File: config.mk
export PLATFORM = sky130hd
export DESIGN_NAME = sha256_round_ctrl
export DESIGN_NICKNAME = d
export VERILOG_FILES = /design/src/rtl/sha256_round_ctrl.sv
export SDC_FILE = /design/constraint.sdc
export NUM_CORES = 2
export LEC_CHECK = 0
export BUFFER_PORTS_ARGS = -buffer_cell sky130_fd_sc_hd__buf_2
export CORE_AREA = 2 2 544 546
export CTS_CLUSTER_SIZE = 40
export DETAILED_ROUTE_END_ITERATION = 16
export DIE_AREA = 0 0 546 548
export PLACE_DENSITY_LB_ADDON = 0.3
export SLEW_MARGIN = 20
export SYNTH_ARGS = -nofsm -noshare
export SYNTH_HDL_FRONTEND = slang
export SYNTH_SLANG_ARGS = --single-unit
File: constraint.sdc
create_clock -name clk -period 5.4 [get_ports clk]
set_clock_uncertainty 0.15 [all_clocks]
set_input_delay 1.08 -clock clk [delete_from_list [all_inputs] [get_ports clk]]
set_output_delay 1.08 -clock clk [all_outputs]
set_load 0.1 [all_outputs]
File: src/rtl/sha256_round_ctrl.sv
// SHA-256 compression sequencer: owns the working variables a..h, the 16-word message window and
// the round counter, and drives an external combinational round unit once per clock.
module sha256_round_ctrl #(
  parameter int unsigned ROUNDS = 64
) (
  input  logic         clk,
  input  logic         rst_n,
  input  logic         start,
  input  logic         abort,
  input  logic [511:0] block_in,
  input  logic [255:0] h_in,
  output logic         busy,
  output logic         done,
  output logic [255:0] digest,
  output logic [255:0] rnd_state,
  output logic [31:0]  rnd_w,
  output logic [5:0]   rnd_select,
  input  logic [31:0]  rnd_new_a,
  input  logic [31:0]  rnd_new_e
);

  typedef enum logic [1:0] {StIdle, StRound, StFinal} state_e;

  localparam logic [5:0] LastT = 6'(ROUNDS - 1);

  state_e            state_q, state_d;
  logic [255:0]      hs_q, hs_d;
  logic [255:0]      st_q, st_d;
  logic [255:0]      digest_q, digest_d;
  logic [15:0][31:0] w_q, w_d;
  logic [5:0]        t_q, t_d;
  logic              done_q, done_d;
  logic [31:0]       w_next;

  function automatic logic [31:0] sig0(input logic [31:0] x);
    return {x[6:0], x[31:7]} ^ {x[17:0], x[31:18]} ^ (x >> 3);
  endfunction

  function automatic logic [31:0] sig1(input logic [31:0] x);
    return {x[16:0], x[31:17]} ^ {x[18:0], x[31:19]} ^ (x >> 10);
  endfunction

  assign w_next = sig1(w_q[14]) + w_q[9] + sig0(w_q[1]) + w_q[0];

  always_comb begin
    state_d  = state_q;
    hs_d     = hs_q;
    st_d     = st_q;
    digest_d = digest_q;
    w_d      = w_q;
    t_d      = t_q;
    done_d   = 1'b0;
    unique case (state_q)
      StIdle: begin
        if (start && !abort) begin
          state_d = StRound;
          hs_d    = h_in;
          st_d    = h_in;
          t_d     = 6'd0;
          // Message word 0 sits in the top bits of block_in but at index 0 of the window.
          for (int i = 0; i < 16; i++) begin
            w_d[i] = block_in[32*(15-i) +: 32];
          end
        end
      end
      StRound: begin
        if (abort) begin
          state_d = StIdle;
        end else begin
          st_d = {rnd_new_a, st_q[255:224], st_q[223:192], st_q[191:160],
                  rnd_new_e, st_q[127:96],  st_q[95:64],   st_q[63:32]};
          w_d  = {w_next, w_q[15:1]};
          t_d  = t_q + 6'd1;
          if (t_q == LastT) begin
            state_d = StFinal;
          end
        end
      end
      StFinal: begin
        state_d = StIdle;
        if (!abort) begin
          done_d = 1'b1;
          for (int i = 0; i < 8; i++) begin
            digest_d[32*i +: 32] = hs_q[32*i +: 32] + st_q[32*i +: 32];
          end
        end
      end
      default: state_d = StIdle;
    endcase
  end

  always_ff @(posedge clk or negedge rst_n) begin
    if (!rst_n) begin
      state_q  <= StIdle;
      hs_q     <= '0;
      st_q     <= '0;
      digest_q <= '0;
      w_q      <= '0;
      t_q      <= '0;
      done_q   <= 1'b0;
    end else begin
      state_q  <= state_d;
      hs_q     <= hs_d;
      st_q     <= st_d;
      digest_q <= digest_d;
      w_q      <= w_d;
      t_q      <= t_d;
      done_q   <= done_d;
    end
  end

  assign busy       = (state_q != StIdle);
  assign done       = done_q;
  assign digest     = digest_q;
  assign rnd_state  = st_q;
  assign rnd_w      = w_q[0];
  assign rnd_select = (state_q == StRound) ? t_q : 6'd0;

endmodule

==> flow_summary_export.csv <==
group,metric,value,unit
floorplan,die_h,548,um
floorplan,rows,199,
critical_path,crit_start,"w_q[468]",
sta,final.period_utilization,0.903,
synthesis,synthMuxAreaShare,0.0421,
synthesis,yosysSeqAreaShare,0.460,
global_routing,grt_pass1_wl,508,mm
global_routing,grt_max_degree,192,
final_layout,final_nets,10200,
power,p_sw,19.8,mW
synthesis,synth_warnings,0,
synthesis,synth_fa_ha_area_frac,0.0700,
clock_tree,clkSinkCount,1289,
final_layout,final_cell_area,0.0868,mm^2
synthesis,synth_edf_count,0,
power,power_frac_comb,0.451,
synthesis,synth_top_family_by_area,"simple AND/OR/NAND/NOR gates",
floorplan,die_x,546,um
routing,wirelength,369,mm
placed_design,dp_hpwl,298,mm
run,maxCapViolCount,0,
critical_path,endpoint_kind,"register",
floorplan,die_area,0.299,mm^2
synthesis,synth.distinct_cells,84,
worst_hold_path,hold_path_class,"in2async",
sta,slew_viol_final,0,
synthesis,syn_avg_cell_area,8.82,um^2
final_layout,areaGrowthSynthToFinish,23.8,%
critical_path,arrival,5450,ps
clock_tree,hold_buffers,0,
clock_tree,post_cts_resized,0,
floorplan,ioPinCount,1388,
routing,drt_first_pass_iters,8,
power,p_per_area,513,mW/mm^2
routing,viasPerCell,5.03,
power,switching_share,0.445,
placed_design,gp_congestion,0.971,
power,intPower,24.7,mW
clock_tree,clkTransAtPathRegs,60,ps
sta,rsz0062_at_grt,"false",
critical_path,reg2reg_to,"w_q[511]",
sta,slew_headroom,0.241,
critical_path,critPathKind,"reg2reg",
global_routing,track_usage,0.237,
power,ir_drop,331,uV
clock_tree,cts_root_buf,"clkbuf_16",
routing,avgRoutedWirePerCell,28.1,um
global_routing,gr-total-overflow,0,
synthesis,synth_simple_gate_area_share,0.179,
sta,min_period,4880,ps
clock_tree,post_cts_buffers,0,
sta,fmax,0.205,GHz
synthesis,yosys.area.top_type_share,0.460,
critical_path,start_kind,"register",
sta,worst_slew_pin_slew,1130,ps
final_layout,nFillCells,31500,
synthesis,yosysTopAreaCell,"dfrtp_1",
routing,ant_nets,0,
synthesis,ys_seq_elements,1289,
critical_path,r2r_cells,18,
critical_path,critical_path_required,5980,ps
sta,finalSetupTns,0,ps
global_routing,grt_pass1_vias,64200,
clock_tree,cts.path.max_buffers,4,
final_layout,stdcell_count,13200,
global_routing,antenna_found_initial,143,
sta,finalHoldViolCount,0,
synthesis,synth_compound_area_frac,0.165,
final_layout,drive_gt1_frac,0.224,
clock_tree,htreeDepth,4,
floorplan,core-area,0.293,mm^2
synthesis,synth_area_leaders,"dfrtp_1 (46%), nand2_1 (10%), a31oi_1 (6.9%), ha_1 (5.0%), nor2_1 (4.7%)",
routing,drt_iter0_drc,6390,
critical_path,worstReg2RegStart,"w_q[468]",
synthesis,synth_xor_area_frac,0.0408,
placed_design,io_buffers,1387,
power,seqPwrFrac,0.287,
power,p_clk_frac,0.262,
placed_design,post_dp_cell_area,0.0810,mm^2
clock_tree,clk_latency,860,ps
clock_tree,cts_buffers,165,
critical_path,cp_max_fo,5,
floorplan,start_util,0.239,
clock_tree,tritoncts,"yes",
synthesis,async_flop_share,1.00,
sta,holdWs,88.1,ps
synthesis,syn_inst,7949,
routing,vias,66200,
synthesis,syn_nets,9135,
synthesis,synth.cell_area,0.0701,mm^2
power,p_leak,40.4,nW
placed_design,numPlacedInstances,12800,
synthesis,ys.flop_type,"dfrtp_1",
outcome,status,"finished, final reports clean",
final_layout,mostFrequentLayoutCells,"nand2_1 (1909), buf_2 (1386), dfrtp_1 (1289)",
critical_path,worst-r2r-setup-slack,520,ps
final_layout,layout_commonest_cell,"nand2_1",
routing,drcViolationCount,0,
sta,setup_viol,0,
-- power by group through the flow --
stage | Combinational [mW] | Sequential (mW) | Clock [mW]
floorplan | 11.9 | 14.3 | 0
global placement | 20.0 | 12.8 | 0
detailed placement | 20.0 | 12.9 | 0
CTS | 20.1 | 12.7 | 11.9
global route | 21.8 | 12.9 | 12.3
finish | 20.1 | 12.8 | 11.7
-- cell usage after synthesis, types with 15 or more instances --
cell	number
or3_1	16
a211o_1	16
and2_1	20
nor2b_1	26
a211oi_1	34
inv_1	209
xnor2_1	179
a21oi_1	222
a21boi_0	15
dfrtp_1	1289
o21ai_0	338
buf_4	32
xor2_1	148
a22oi_1	20
nor3_1	55
nand4_1	40
o211ai_1	26
ha_1	280
mux2_2	254
o21a_1	46
o21bai_1	33
clkbuf_1	467
a21o_1	144
fa_1	70
nand3_1	60
nor2_1	874
buf_1	37
nand2_1	1910
buf_2	16
nand2b_1	31
o31ai_1	40
a31oi_1	771
and3_1	35
-- cells by family after synthesis --
kind of cell,count (synthesis)
AOI/OAI and AO/OA,1824
buffers and inverters,761
DFF,1289
xor gates and xnor gates,327
adders and majority gates,350
and+or+nand+nor,3135
muxes,263
-- worst max-delay path, stage by stage, from the launching register on --
cell	delay, ps
dfrtp_1	450
xor2_1	200
xnor2_1	140
buf_4	160
fa_1	450
fa_1	490
inv_1	50
ha_1	190
inv_1	80
fa_1	240
nor2b_4	60
o31a_1	300
o211a_1	300
a211oi_2	300
nor3_1	120
o41ai_2	410
a2111oi_1	150
or3_1	330
a31oi_1	160
-- metrics by stage --
stage	total power, mW	worst slack, ps	utilization
floorplan	26.2	1070	-
global placement	32.9	497	0.277
detailed placement	32.9	538	0.277
CTS	44.8	491	0.296
global route	47.0	277	0.296
finish	44.5	523	0.296
-- registers in the layout, summed over array words and instances, names as in the netlist --
signal,cells
w_q,480
digest,256
hs_q,256
rnd_state,256
rnd_w,32
t_q,6
state_q,2
done,1
-- worst max path at each step --
stage	cells past startpoint	to
6_report	18	w_q[511]
5_1_grt	18	w_q[511]
3_3_place_gp	15	w_q[511]
2_1_floorplan	18	w_q[511]
4_1_cts	15	w_q[511]
3_5_place_dp	15	w_q[511]
-- cell type report --
type / instances / area [um^2] / share of cell area
multi-input combinational: 5899 / 34900 / 0.402
sequential: 1289 / 32300 / 0.372
timing repair buffer: 1494 / 8190 / 0.0943
tap: 3919 / 4900 / 0.0565
clock buffer: 241 / 4900 / 0.0564
inverter: 209 / 786 / 0.00905
clock inverter: 58 / 726 / 0.00836
antenna: 53 / 133 / 0.00153
-- layer usage --
| layer | part of all wire | track usage |
|---|---|---|
| met2 | 0.46 | 0.383 |
| met3 | 0.080 | 0.0599 |
| met4 | 0.037 | 0.0821 |
| met5 | 0.00065 | 0 |
| met1 | 0.42 | 0.306 |
No activity file was read; power rests on OpenSTA's default activity.
